--- src/rtl/md_ring_pkg.sv ---
// Shared types and helpers for the force-writeback ring.
// Default widths describe the production 64-stop ring.
package md_ring_pkg;

    localparam int DEF_NUM_CELLS  = 64;
    localparam int DEF_DATA_WIDTH = 32;
    localparam int DEF_PID_WIDTH  = 7;
    localparam int DEF_INJ_DEPTH  = 4;

    function automatic int node_w(input int n);
        return (n > 1) ? $clog2(n) : 1;
    endfunction

    localparam int PACKET_WIDTH =
        3 * DEF_DATA_WIDTH + DEF_PID_WIDTH + node_w(DEF_NUM_CELLS);

    typedef struct packed {
        logic [node_w(DEF_NUM_CELLS)-1:0] dst;
        logic [DEF_PID_WIDTH-1:0]         pid;
        logic [DEF_DATA_WIDTH-1:0]        fz;
        logic [DEF_DATA_WIDTH-1:0]        fy;
        logic [DEF_DATA_WIDTH-1:0]        fx;
    } force_pkt_t;

endpackage

--- src/rtl/ring_inj_fifo.sv ---
// Local injection FIFO for one ring stop.
// Count-based full/empty; ready is registered from the next count.
module ring_inj_fifo #(
    parameter int WIDTH = 105,
    parameter int DEPTH = 4
) (
    input  logic             clk,
    input  logic             rst_n,
    input  logic             i_push,
    input  logic [WIDTH-1:0] i_data,
    input  logic             i_pop,
    output logic [WIDTH-1:0] o_data,
    output logic             o_empty,
    output logic             o_ready
);

    localparam int AW = $clog2(DEPTH);
    localparam logic [AW:0] FULL = (AW+1)'(DEPTH);

    logic [WIDTH-1:0] r_mem [DEPTH];
    logic [AW-1:0]    r_rd;
    logic [AW-1:0]    r_wr;
    logic [AW:0]      r_count;
    logic             r_ready;
    logic [AW:0]      w_cnt_nxt;

    assign w_cnt_nxt = r_count + (AW+1)'(i_push) - (AW+1)'(i_pop);

    always_ff @(posedge clk or negedge rst_n) begin
        if (!rst_n) begin
            r_rd    <= '0;
            r_wr    <= '0;
            r_count <= '0;
            r_ready <= 1'b0;
        end else begin
            if (i_push) r_wr <= r_wr + AW'(1);
            if (i_pop)  r_rd <= r_rd + AW'(1);
            r_count <= w_cnt_nxt;
            r_ready <= (w_cnt_nxt < FULL);
        end
    end

    // Storage needs no reset: count gates every read.
    always_ff @(posedge clk) begin
        if (i_push) r_mem[r_wr] <= i_data;
    end

    assign o_data  = r_mem[r_rd];
    assign o_empty = (r_count == '0);
    assign o_ready = r_ready;

endmodule

--- src/rtl/force_ring_stop.sv ---
// One stop of the bufferless force-writeback ring: forwards through-traffic,
// ejects packets for this node and injects local packets into free slots.
module force_ring_stop #(
    parameter int NUM_CELLS         = md_ring_pkg::DEF_NUM_CELLS,
    parameter int NODE_ID           = 0,
    parameter int DATA_WIDTH        = md_ring_pkg::DEF_DATA_WIDTH,
    parameter int PARTICLE_ID_WIDTH = md_ring_pkg::DEF_PID_WIDTH,
    parameter int NODE_ID_WIDTH     = md_ring_pkg::node_w(NUM_CELLS),
    parameter int FORCE_DATA_WIDTH  = 3*DATA_WIDTH + PARTICLE_ID_WIDTH,
    parameter int PACKET_WIDTH      = FORCE_DATA_WIDTH + NODE_ID_WIDTH,
    parameter int INJ_DEPTH         = md_ring_pkg::DEF_INJ_DEPTH
) (
    input  logic                        clk,
    input  logic                        rst,
    input  logic [PACKET_WIDTH-1:0]     packet_in,
    input  logic                        packet_valid,
    output logic                        ready,
    input  logic [PACKET_WIDTH-1:0]     ring_in_pkt,
    input  logic                        ring_in_valid,
    output logic [PACKET_WIDTH-1:0]     ring_out_pkt,
    output logic                        ring_out_valid,
    output logic [FORCE_DATA_WIDTH-1:0] data_out,
    output logic                        data_valid,
    output logic                        idle,
    output logic                        bad_dst
);

    import md_ring_pkg::*;

    localparam logic [NODE_ID_WIDTH-1:0] SELF = NODE_ID[NODE_ID_WIDTH-1:0];

    logic [PACKET_WIDTH-1:0]     w_head;
    logic                        w_empty;
    logic                        w_fifo_rdy;
    logic                        w_push;
    logic                        w_pop;
    logic [NODE_ID_WIDTH-1:0]    w_rin_dst;
    logic [NODE_ID_WIDTH-1:0]    w_head_dst;
    logic                        w_rin_bad;
    logic                        w_head_bad;
    logic                        w_rin_drop;
    logic                        w_head_drop;
    logic                        w_eject_ring;
    logic                        w_fwd;
    logic                        w_eject_head;
    logic                        w_inj_head;

    logic [PACKET_WIDTH-1:0]     r_ring_pkt;
    logic                        r_ring_v;
    logic [FORCE_DATA_WIDTH-1:0] r_data;
    logic                        r_data_v;
    logic                        r_bad;

    assign w_push = packet_valid & w_fifo_rdy;

    ring_inj_fifo #(
        .WIDTH (PACKET_WIDTH),
        .DEPTH (INJ_DEPTH)
    ) u_fifo (
        .clk     (clk),
        .rst_n   (rst),
        .i_push  (w_push),
        .i_data  (packet_in),
        .i_pop   (w_pop),
        .o_data  (w_head),
        .o_empty (w_empty),
        .o_ready (w_fifo_rdy)
    );

    assign w_rin_dst  = ring_in_pkt[PACKET_WIDTH-1 -: NODE_ID_WIDTH];
    assign w_head_dst = w_head[PACKET_WIDTH-1 -: NODE_ID_WIDTH];

    // Out-of-range destinations only exist when NUM_CELLS is not a power of 2.
    if ((1 << NODE_ID_WIDTH) > NUM_CELLS) begin : g_dst_chk
        localparam logic [NODE_ID_WIDTH-1:0] LIM =
            NUM_CELLS[NODE_ID_WIDTH-1:0];
        assign w_rin_bad  = (w_rin_dst >= LIM);
        assign w_head_bad = (w_head_dst >= LIM);
    end else begin : g_no_chk
        assign w_rin_bad  = 1'b0;
        assign w_head_bad = 1'b0;
    end

    assign w_rin_drop   = ring_in_valid & w_rin_bad;
    assign w_eject_ring = ring_in_valid & ~w_rin_bad & (w_rin_dst == SELF);
    assign w_fwd        = ring_in_valid & ~w_rin_bad & (w_rin_dst != SELF);

    // Through-traffic owns both paths; the FIFO head takes what is left.
    assign w_head_drop  = ~w_empty & w_head_bad;
    assign w_eject_head = ~w_empty & ~w_head_bad & (w_head_dst == SELF)
                        & ~w_eject_ring;
    assign w_inj_head   = ~w_empty & ~w_head_bad & (w_head_dst != SELF)
                        & ~w_fwd;
    assign w_pop        = w_head_drop | w_eject_head | w_inj_head;

    always_ff @(posedge clk or negedge rst) begin
        if (!rst) begin
            r_ring_pkt <= '0;
            r_ring_v   <= 1'b0;
            r_data     <= '0;
            r_data_v   <= 1'b0;
            r_bad      <= 1'b0;
        end else begin
            r_ring_v <= w_fwd | w_inj_head;
            if (w_fwd)
                r_ring_pkt <= ring_in_pkt;
            else if (w_inj_head)
                r_ring_pkt <= w_head;
            r_data_v <= w_eject_ring | w_eject_head;
            if (w_eject_ring)
                r_data <= ring_in_pkt[FORCE_DATA_WIDTH-1:0];
            else if (w_eject_head)
                r_data <= w_head[FORCE_DATA_WIDTH-1:0];
            if (w_rin_drop | w_head_drop)
                r_bad <= 1'b1;
        end
    end

    a_no_bad_dst: assert property (
        @(posedge clk) disable iff (!rst) !(w_rin_drop | w_head_drop)
    );

    assign ready          = w_fifo_rdy;
    assign ring_out_pkt   = r_ring_pkt;
    assign ring_out_valid = r_ring_v;
    assign data_out       = r_data;
    assign data_valid     = r_data_v;
    assign bad_dst        = r_bad;
    assign idle           = w_empty & ~r_ring_v & ~r_data_v;

endmodule

--- config.mk ---
export PLATFORM = sky130hd
export DESIGN_NAME = force_ring_stop
export DESIGN_NICKNAME = d
export VERILOG_FILES = /design/src/rtl/md_ring_pkg.sv /design/src/rtl/ring_inj_fifo.sv /design/src/rtl/force_ring_stop.sv
export SDC_FILE = /design/constraint.sdc
export NUM_CORES = 1
export LEC_CHECK = 0
export CAP_MARGIN = 0
export CELL_PAD_IN_SITES_DETAIL_PLACEMENT = 0
export CELL_PAD_IN_SITES_GLOBAL_PLACEMENT = 1
export CORE_MARGIN = 4
export CORE_UTILIZATION = 39
export CTS_BUF_LIST = sky130_fd_sc_hd__clkbuf_16
export DETAILED_ROUTE_END_ITERATION = 12
export PLACE_DENSITY = 0.87
export SLEW_MARGIN = 20
export SYNTH_ARGS = -nofsm -noshare
export SYNTH_HDL_FRONTEND = slang
export SYNTH_HIERARCHICAL = 1
export SYNTH_SLANG_ARGS = --single-unit
--- constraint.sdc ---
create_clock -name clk -period 3.4 [get_ports clk]
set_clock_uncertainty 0.05 [all_clocks]
set_input_delay 0.68 -clock clk [delete_from_list [all_inputs] [get_ports clk]]
set_output_delay 0.68 -clock clk [all_outputs]
set_load 0.005 [all_outputs]
---- Yosys cells after proc, flatten, opt, wreduce, memory -nomap -nowiden ----
Memories as Yosys holds them, arrays and structs flattened.
Cells that the tools add are included.
storage, ports and cells
  memories kept ........................... 1
  register bits after elaboration ......... 222
  memory bits (writable) .................. 436
  word-level logic and storage cells ...... 44
cells by class
  order comparisons ....................... 1
  reduce and logical (&&, ||, !) cells .... 7
  add/subtract/negate cells ............... 4
  muxes and demuxes ....................... 6
  bitwise operators ....................... 17
memory list
  memory        words  bits a word  read ports  clocked after memory_dff  write ports  RTL line             RTL
  u_fifo.r_mem  4      109          1           0                         1            ring_inj_fifo.sv:20  logic [WIDTH-1:0] r_mem [DEPTH];
operators with widths
  cell                                         number
  two-way mux 109 bit                          2
  two-way mux 103 bit                          2
  logical NOT 6 bit                            2
  nonzero test 6 bit                           2
  AND 1 bit                                    9
  inverter 1 bit                               5
  adder 2 x 1 -> 2 bit, second input constant  2
  nonzero test 2 bit                           2
  adder 3 x 1 -> 3 bit                         1
  logical NOT 3 bit                            1
  < comparator 3 bit, second input constant    1
  OR 1 bit                                     3
  subtractor 3 x 1 -> 3 bit                    1
  two-way mux 1 bit                            2

---- Longest topological paths before layout ----
  word-level depth ........................ 7
  depth in mapped cells ................... 14
  gate-level depth less buffers ........... 12

---- By module ----
Netlist, hierarchy kept.
by module, submodules not included
  module           seq. area each (µm²)  cells each  area each (µm²)  times used
  ring_inj_fifo    13,292.7              604         16,148.0         1
  force_ring_stop  5,355.1               1,173       9,671.8          1

---- Worst setup path before layout ----
OpenSTA, ideal clock, no wires.
  path kind ............................... input -> register
  start point ............................. input port packet_valid
  end point ............................... memory u_fifo/r_mem[0][0] in the netlist's numbering, enable pin
  cell stages on the path ................. 2
  buffers on the path ..................... 0
  setup time .............................. 0.481 ns
  arrival time ............................ 3.465 ns
  path slack .............................. -0.595 ns
  cell sequence ........................... and2_1 and2_1
on the way
  cells in the longest elaborated chain, start to end .. 3
ends and longest elaborated chain
  item                                     RTL line               RTL
  from (decl)                              force_ring_stop.sv:16  input logic packet_valid,
  AND 1 bit                                force_ring_stop.sv:54  assign w_push = packet_valid & w_fifo_rdy;
  two-way mux 1 bit                        ring_inj_fifo.sv:45    if (i_push) r_mem[r_wr] <= i_data;
  two-way mux 1 bit (not written as such)  ring_inj_fifo.sv:45
  to (decl)                                ring_inj_fifo.sv:20
No other way between the ends.

---- Worst setup path after layout ----
  start point ............................. register u_fifo.r_rd[0]
  end point ............................... register u_fifo.r_ready (netlist: u_fifo/o_ready)
on the way
  cells in the longest elaborated chain, start to end .. 7
ends and longest elaborated chain
  item                                                     RTL line                                      RTL
  from (decl)                                              ring_inj_fifo.sv:21                           logic [AW-1:0] r_rd;
  from (signal assigned)                                   ring_inj_fifo.sv:37                           if (i_pop) r_rd <= r_rd + AW'(1);
  memory (4 x 109 bit) (*)                                 n/a
  via w_head[107]                                          force_ring_stop.sv:32                         logic [PACKET_WIDTH-1:0] w_head;
  logical NOT 6 bit or nonzero test 6 bit (tied branches)  force_ring_stop.sv:90, force_ring_stop.sv:92
  AND 1 bit (on tied branches)                             force_ring_stop.sv:90, force_ring_stop.sv:92
  AND 1 bit (on tied branches)                             force_ring_stop.sv:91, force_ring_stop.sv:93
  OR 1 bit (*)                                             force_ring_stop.sv:94                         assign w_pop = w_head_drop | w_eject_head | w_inj_head;
  via w_pop                                                force_ring_stop.sv:36                         logic w_pop;
  subtractor 3 x 1 -> 3 bit (*)                            ring_inj_fifo.sv:27                           assign w_cnt_nxt = r_count + (AW+1)'(i_push) - (AW+1)'(i_pop);
  < comparator 3 bit (*)                                   ring_inj_fifo.sv:39                           r_ready <= (w_cnt_nxt < FULL);
  to (signal assigned)                                     ring_inj_fifo.sv:39
  to (decl)                                                ring_inj_fifo.sv:24                           logic r_ready;
Mark *: on every way through the listed nets, which the timed path passes. The rest lies on a longest branch.
A chain may end at the register's enable or synchronous reset.

==> run summary <==
Summed over all failing endpoints, the final setup total negative slack is 0 ns. Buffers inserted during clock tree synthesis total 69. The standard-cell row count is 94, and the synthesized area is 0.0258 sq mm. The mux cell area share after synthesis was 0.0951; the highest fanout seen on the critical path was 6. The minimum hold slack came out at 0.122 ns. The tools report the wire length of the first global-routing pass as 108000 microns. The min-delay analysis places its worst path in the category primary input to asynchronous set/reset pin. The post-synthesis share of cell area spent on full adders, half adders and majority gates is 0.00368, and the count of buffers inserted at the top-level ports is 437. After detailed routing, the number of vias per cell comes to 5.39. The critical path in this run is classified as flip-flop to flip-flop. Longest individual stage delay on the worst path: 0.57 ns. The run gives 0 as the remaining antenna violation count. The mean post-synth cell area is 14.5 sq um, and the die width is 265 microns. The power density over cell area was 820 mW/mm^2.

The total routing resource utilization after global routing was 0.200. The run gives 27600 uW as the post-route total power. At the pin with the least slew margin, the transition time is 1.11 ns. For the number of levels in the clock H-tree, the log shows 3. The logs give 0.0657 sq mm for the area of the core region and 3.81 ns for the required time at the endpoint of the critical path.

The total of max-cap violations was 0. The tools report the worst slack after detailed placement as -0.180 ns. Entering global routing, the biggest net connects 107 pins. Type of destination of the critical path: a flip-flop.

The later pin in the worst-skew pair is clocked with a latency of 0.59 ns. The largest family of logic cells by synthesized area was multiplexers. The synthesized netlist contains 35 unique library cells. The run gives 0 as the sum of overflow across all layers after global routing. The slowest stage of the critical path is the sky130_fd_sc_hd__mux4_2 cell.

The total via count after detailed routing was 17000. The total nets after synthesis was 2006; the synthesized-area fraction occupied by xor and xnor cells was 0.00237. The starting utilization of the core area was 0.393; the clock slew seen by the registers of the worst setup and hold paths was 0.06 ns.

The area fraction in and, or, nand and nor cells after synthesis works out to 0.0720. The run finished with clean final reports. The number of synthesized register bits was 658; the total wire length was 71500 microns.

The logs give 3 for the maximum root-to-sink buffer count and 439 for the number of ports placed on the die boundary. In the layout the commonest cells are 436 x sky130_fd_sc_hd__clkdlybuf4s50_1, 436 x sky130_fd_sc_hd__edfxtp_1, 360 x sky130_fd_sc_hd__a21oi_1, 236 x sky130_fd_sc_hd__nand2_1, 220 x sky130_fd_sc_hd__dfrtp_1. Type of origin of the critical path: a flip-flop.

The cell class contributing the biggest share of worst-path delay was adder cells. The tools report the number of global-route vias before repair as 17900. The part of the Yosys area used for sequential elements is 0.722. In the synthesized netlist, the number of instances is 1777.

The tools report the setup slack after layout as 0.187 ns. The shortest period the worst path allows is 3.21 ns. Fill cells in the final layout number 5437. In this run the static leakage power is 0.0121 uW. The first detailed-routing pass took 5 iterations. The number of buffers and inverters on the critical path is 2.

Relative max-transition margin: 0.262. The critical path goes through mux4_2 > nor4_4 > nand2_1 > xnor2_1 > a21oi_2 > ha_1 > inv_1 > ha_1 > inv_1 > fa_1 > xnor2_2 > xor2_1. The final routed wire length divided by cell count is 22.7 microns, and the final-report hold violation count is 0. Share of the clock period used by the worst path: 0.945.

The area growth from synthesis to layout is 30.3%. The final standard cell utilization of the core is 0.512, and the worst path arrival time is 3.63 ns. Based on the critical path, the design can be clocked at up to 311 MHz. For the total of warnings raised by yosys, the log shows 6. The initial antenna violation count was 16; the final net count was 2449. The worst-case IR drop observed on VDD is 0.539 mV. The fraction of the mapped netlist area in compound gates is 0.0807. The weighted congestion at the end of routability-driven global placement came out at 0.814. The share of cells above drive strength 1 came out at 0.125.

The starting DRC count in detailed routing was 1447. After detailed routing, the number of remaining DRC violations is 0. The die covers 0.0704 sq mm. TritonCTS built the clock tree.

The hold-fix buffer count after cts was 0. The tools report the master cell of the clock root buffer as sky130_fd_sc_hd__clkbuf_16. For the final number of setup-violating endpoints, the log shows 0. The height of the chip works out to 265 microns.

Summed over all nets, the half-perimeter wirelength after detailed placement is 45800 microns. The tools report the final max-slew violation count as 0. For this design, the sink count on the clock tree is 658.
-- flip-flops by register name, summed over array words and instances, names as in the netlist --
signal / count
ring_out_pkt: 109
u_fifo/r_rd: 2
u_fifo/o_ready: 1
u_fifo/r_wr: 2
u_fifo/r_count: 3
ring_out_valid: 1
data_valid: 1
u_fifo/r_mem: 436
data_out: 103
-- logic make-up (layout without fill, tap and decap cells) --
group	after synthesis	count (layout)
other	1	11
AND/OR/NAND/NOR	475	475
flip-flops	658	658
multiplexers	109	109
buffers and inverters	122	621
XOR/XNOR	7	7
AO/OA/AOI/OAI	398	398
adder cells (fa/ha/maj)	7	7
-- power breakdown --
group          internal (uW)  leakage [uW]  switching [uW]
Combinational           4480       0.00454            4290
Clock                   4280       0.00115            3120
Sequential             10500       0.00643             906
-- final timing paths --
path,startpoint,endpoint,slack (ns),cells after the start
setup / recovery,u_fifo/r_rd[0],u_fifo/o_ready,0.19,12
hold / removal,rst,data_out[90],0.12,1
setup reg to reg,u_fifo/r_rd[0],u_fifo/o_ready,0.19,12
hold reg to reg,ring_out_pkt[106],ring_out_pkt[106],0.47,1
max in group asynchronous,rst,u_fifo/r_rd[0],2.40,2
min in group clk,ring_out_pkt[106],ring_out_pkt[106],0.47,1
-- final cells by class --
class	count	area [sq um]	share of cell area
Sequential cell	658	18700	0.555
Inverter	9	33.8	0.00100
Tap cell	864	1080	0.0321
Clock inverter	56	457	0.0136
Timing Repair Buffer	485	4980	0.148
Clock buffer	71	1780	0.0528
Multi-Input combinational cell	997	6630	0.197
Antenna cell	10	25.0	0.000744
-- synth_stat cells --
library cell | number | share of area
sky130_fd_sc_hd__o31ai_4 | 1 | 0.00082
sky130_fd_sc_hd__conb_1 | 1 | 0.00015
sky130_fd_sc_hd__o21ai_0 | 1 | 0.00019
sky130_fd_sc_hd__buf_6 | 10 | 0.0044
sky130_fd_sc_hd__a221o_1 | 2 | 0.00078
sky130_fd_sc_hd__fa_1 | 1 | 0.00078
sky130_fd_sc_hd__clkinv_1 | 1 | 0.00015
sky130_fd_sc_hd__inv_1 | 8 | 0.0012
sky130_fd_sc_hd__and3_1 | 2 | 0.00048
sky130_fd_sc_hd__nor2_1 | 219 | 0.032
sky130_fd_sc_hd__xor2_1 | 3 | 0.0010
sky130_fd_sc_hd__a221oi_1 | 4 | 0.0014
sky130_fd_sc_hd__nand4_1 | 1 | 0.00024
sky130_fd_sc_hd__buf_1 | 2 | 0.00029
sky130_fd_sc_hd__buf_2 | 26 | 0.0050
sky130_fd_sc_hd__a31oi_1 | 26 | 0.0063
sky130_fd_sc_hd__edfxtp_1 | 436 | 0.51
sky130_fd_sc_hd__or2_2 | 4 | 0.00097
sky130_fd_sc_hd__nand2_1 | 236 | 0.034
sky130_fd_sc_hd__a21oi_1 | 362 | 0.070
sky130_fd_sc_hd__or4_4 | 1 | 0.00044
sky130_fd_sc_hd__clkbuf_1 | 62 | 0.0090
sky130_fd_sc_hd__buf_4 | 13 | 0.0038
sky130_fd_sc_hd__o21ai_4 | 1 | 0.00063
sky130_fd_sc_hd__nor3_4 | 1 | 0.00063
sky130_fd_sc_hd__ha_1 | 6 | 0.0029
sky130_fd_sc_hd__dfrtp_1 | 222 | 0.22
sky130_fd_sc_hd__mux4_2 | 109 | 0.095
sky130_fd_sc_hd__xnor2_1 | 4 | 0.0014
sky130_fd_sc_hd__nor3_1 | 2 | 0.00039
sky130_fd_sc_hd__nor4_4 | 1 | 0.00082
sky130_fd_sc_hd__and2_1 | 5 | 0.0012
sky130_fd_sc_hd__nand3_1 | 2 | 0.00039
sky130_fd_sc_hd__a31oi_2 | 1 | 0.00048
sky130_fd_sc_hd__nor4_1 | 1 | 0.00024
-- layer usage --
| metal | GRT usage | vias to the layer above | share of wire |
|---|---|---|---|
| li1 | - | 7450 | - |
| met1 | 0.259 | 8624 | 0.40 |
| met2 | 0.323 | 737 | 0.48 |
| met3 | 0.0599 | 166 | 0.089 |
| met4 | 0.0745 | 12 | 0.032 |
| met5 | 0 | - | 0.0012 |
-- per-stage QoR --
step / instance area (sq um) / instances
global route: 33600 / 3148
global placement: 31400 / 3012
finish: 33600 / 3150
floorplan: 25800 / 1777
detailed placement: 31400 / 3012
CTS: 33600 / 3139
-- timing repair --
action                                  in CTS  in global routing
gates resized for setup                      0                  2
endpoints found under the setup margin       0                  2
setup buffers                                0                  1
Power figures use the tool's default switching activity.
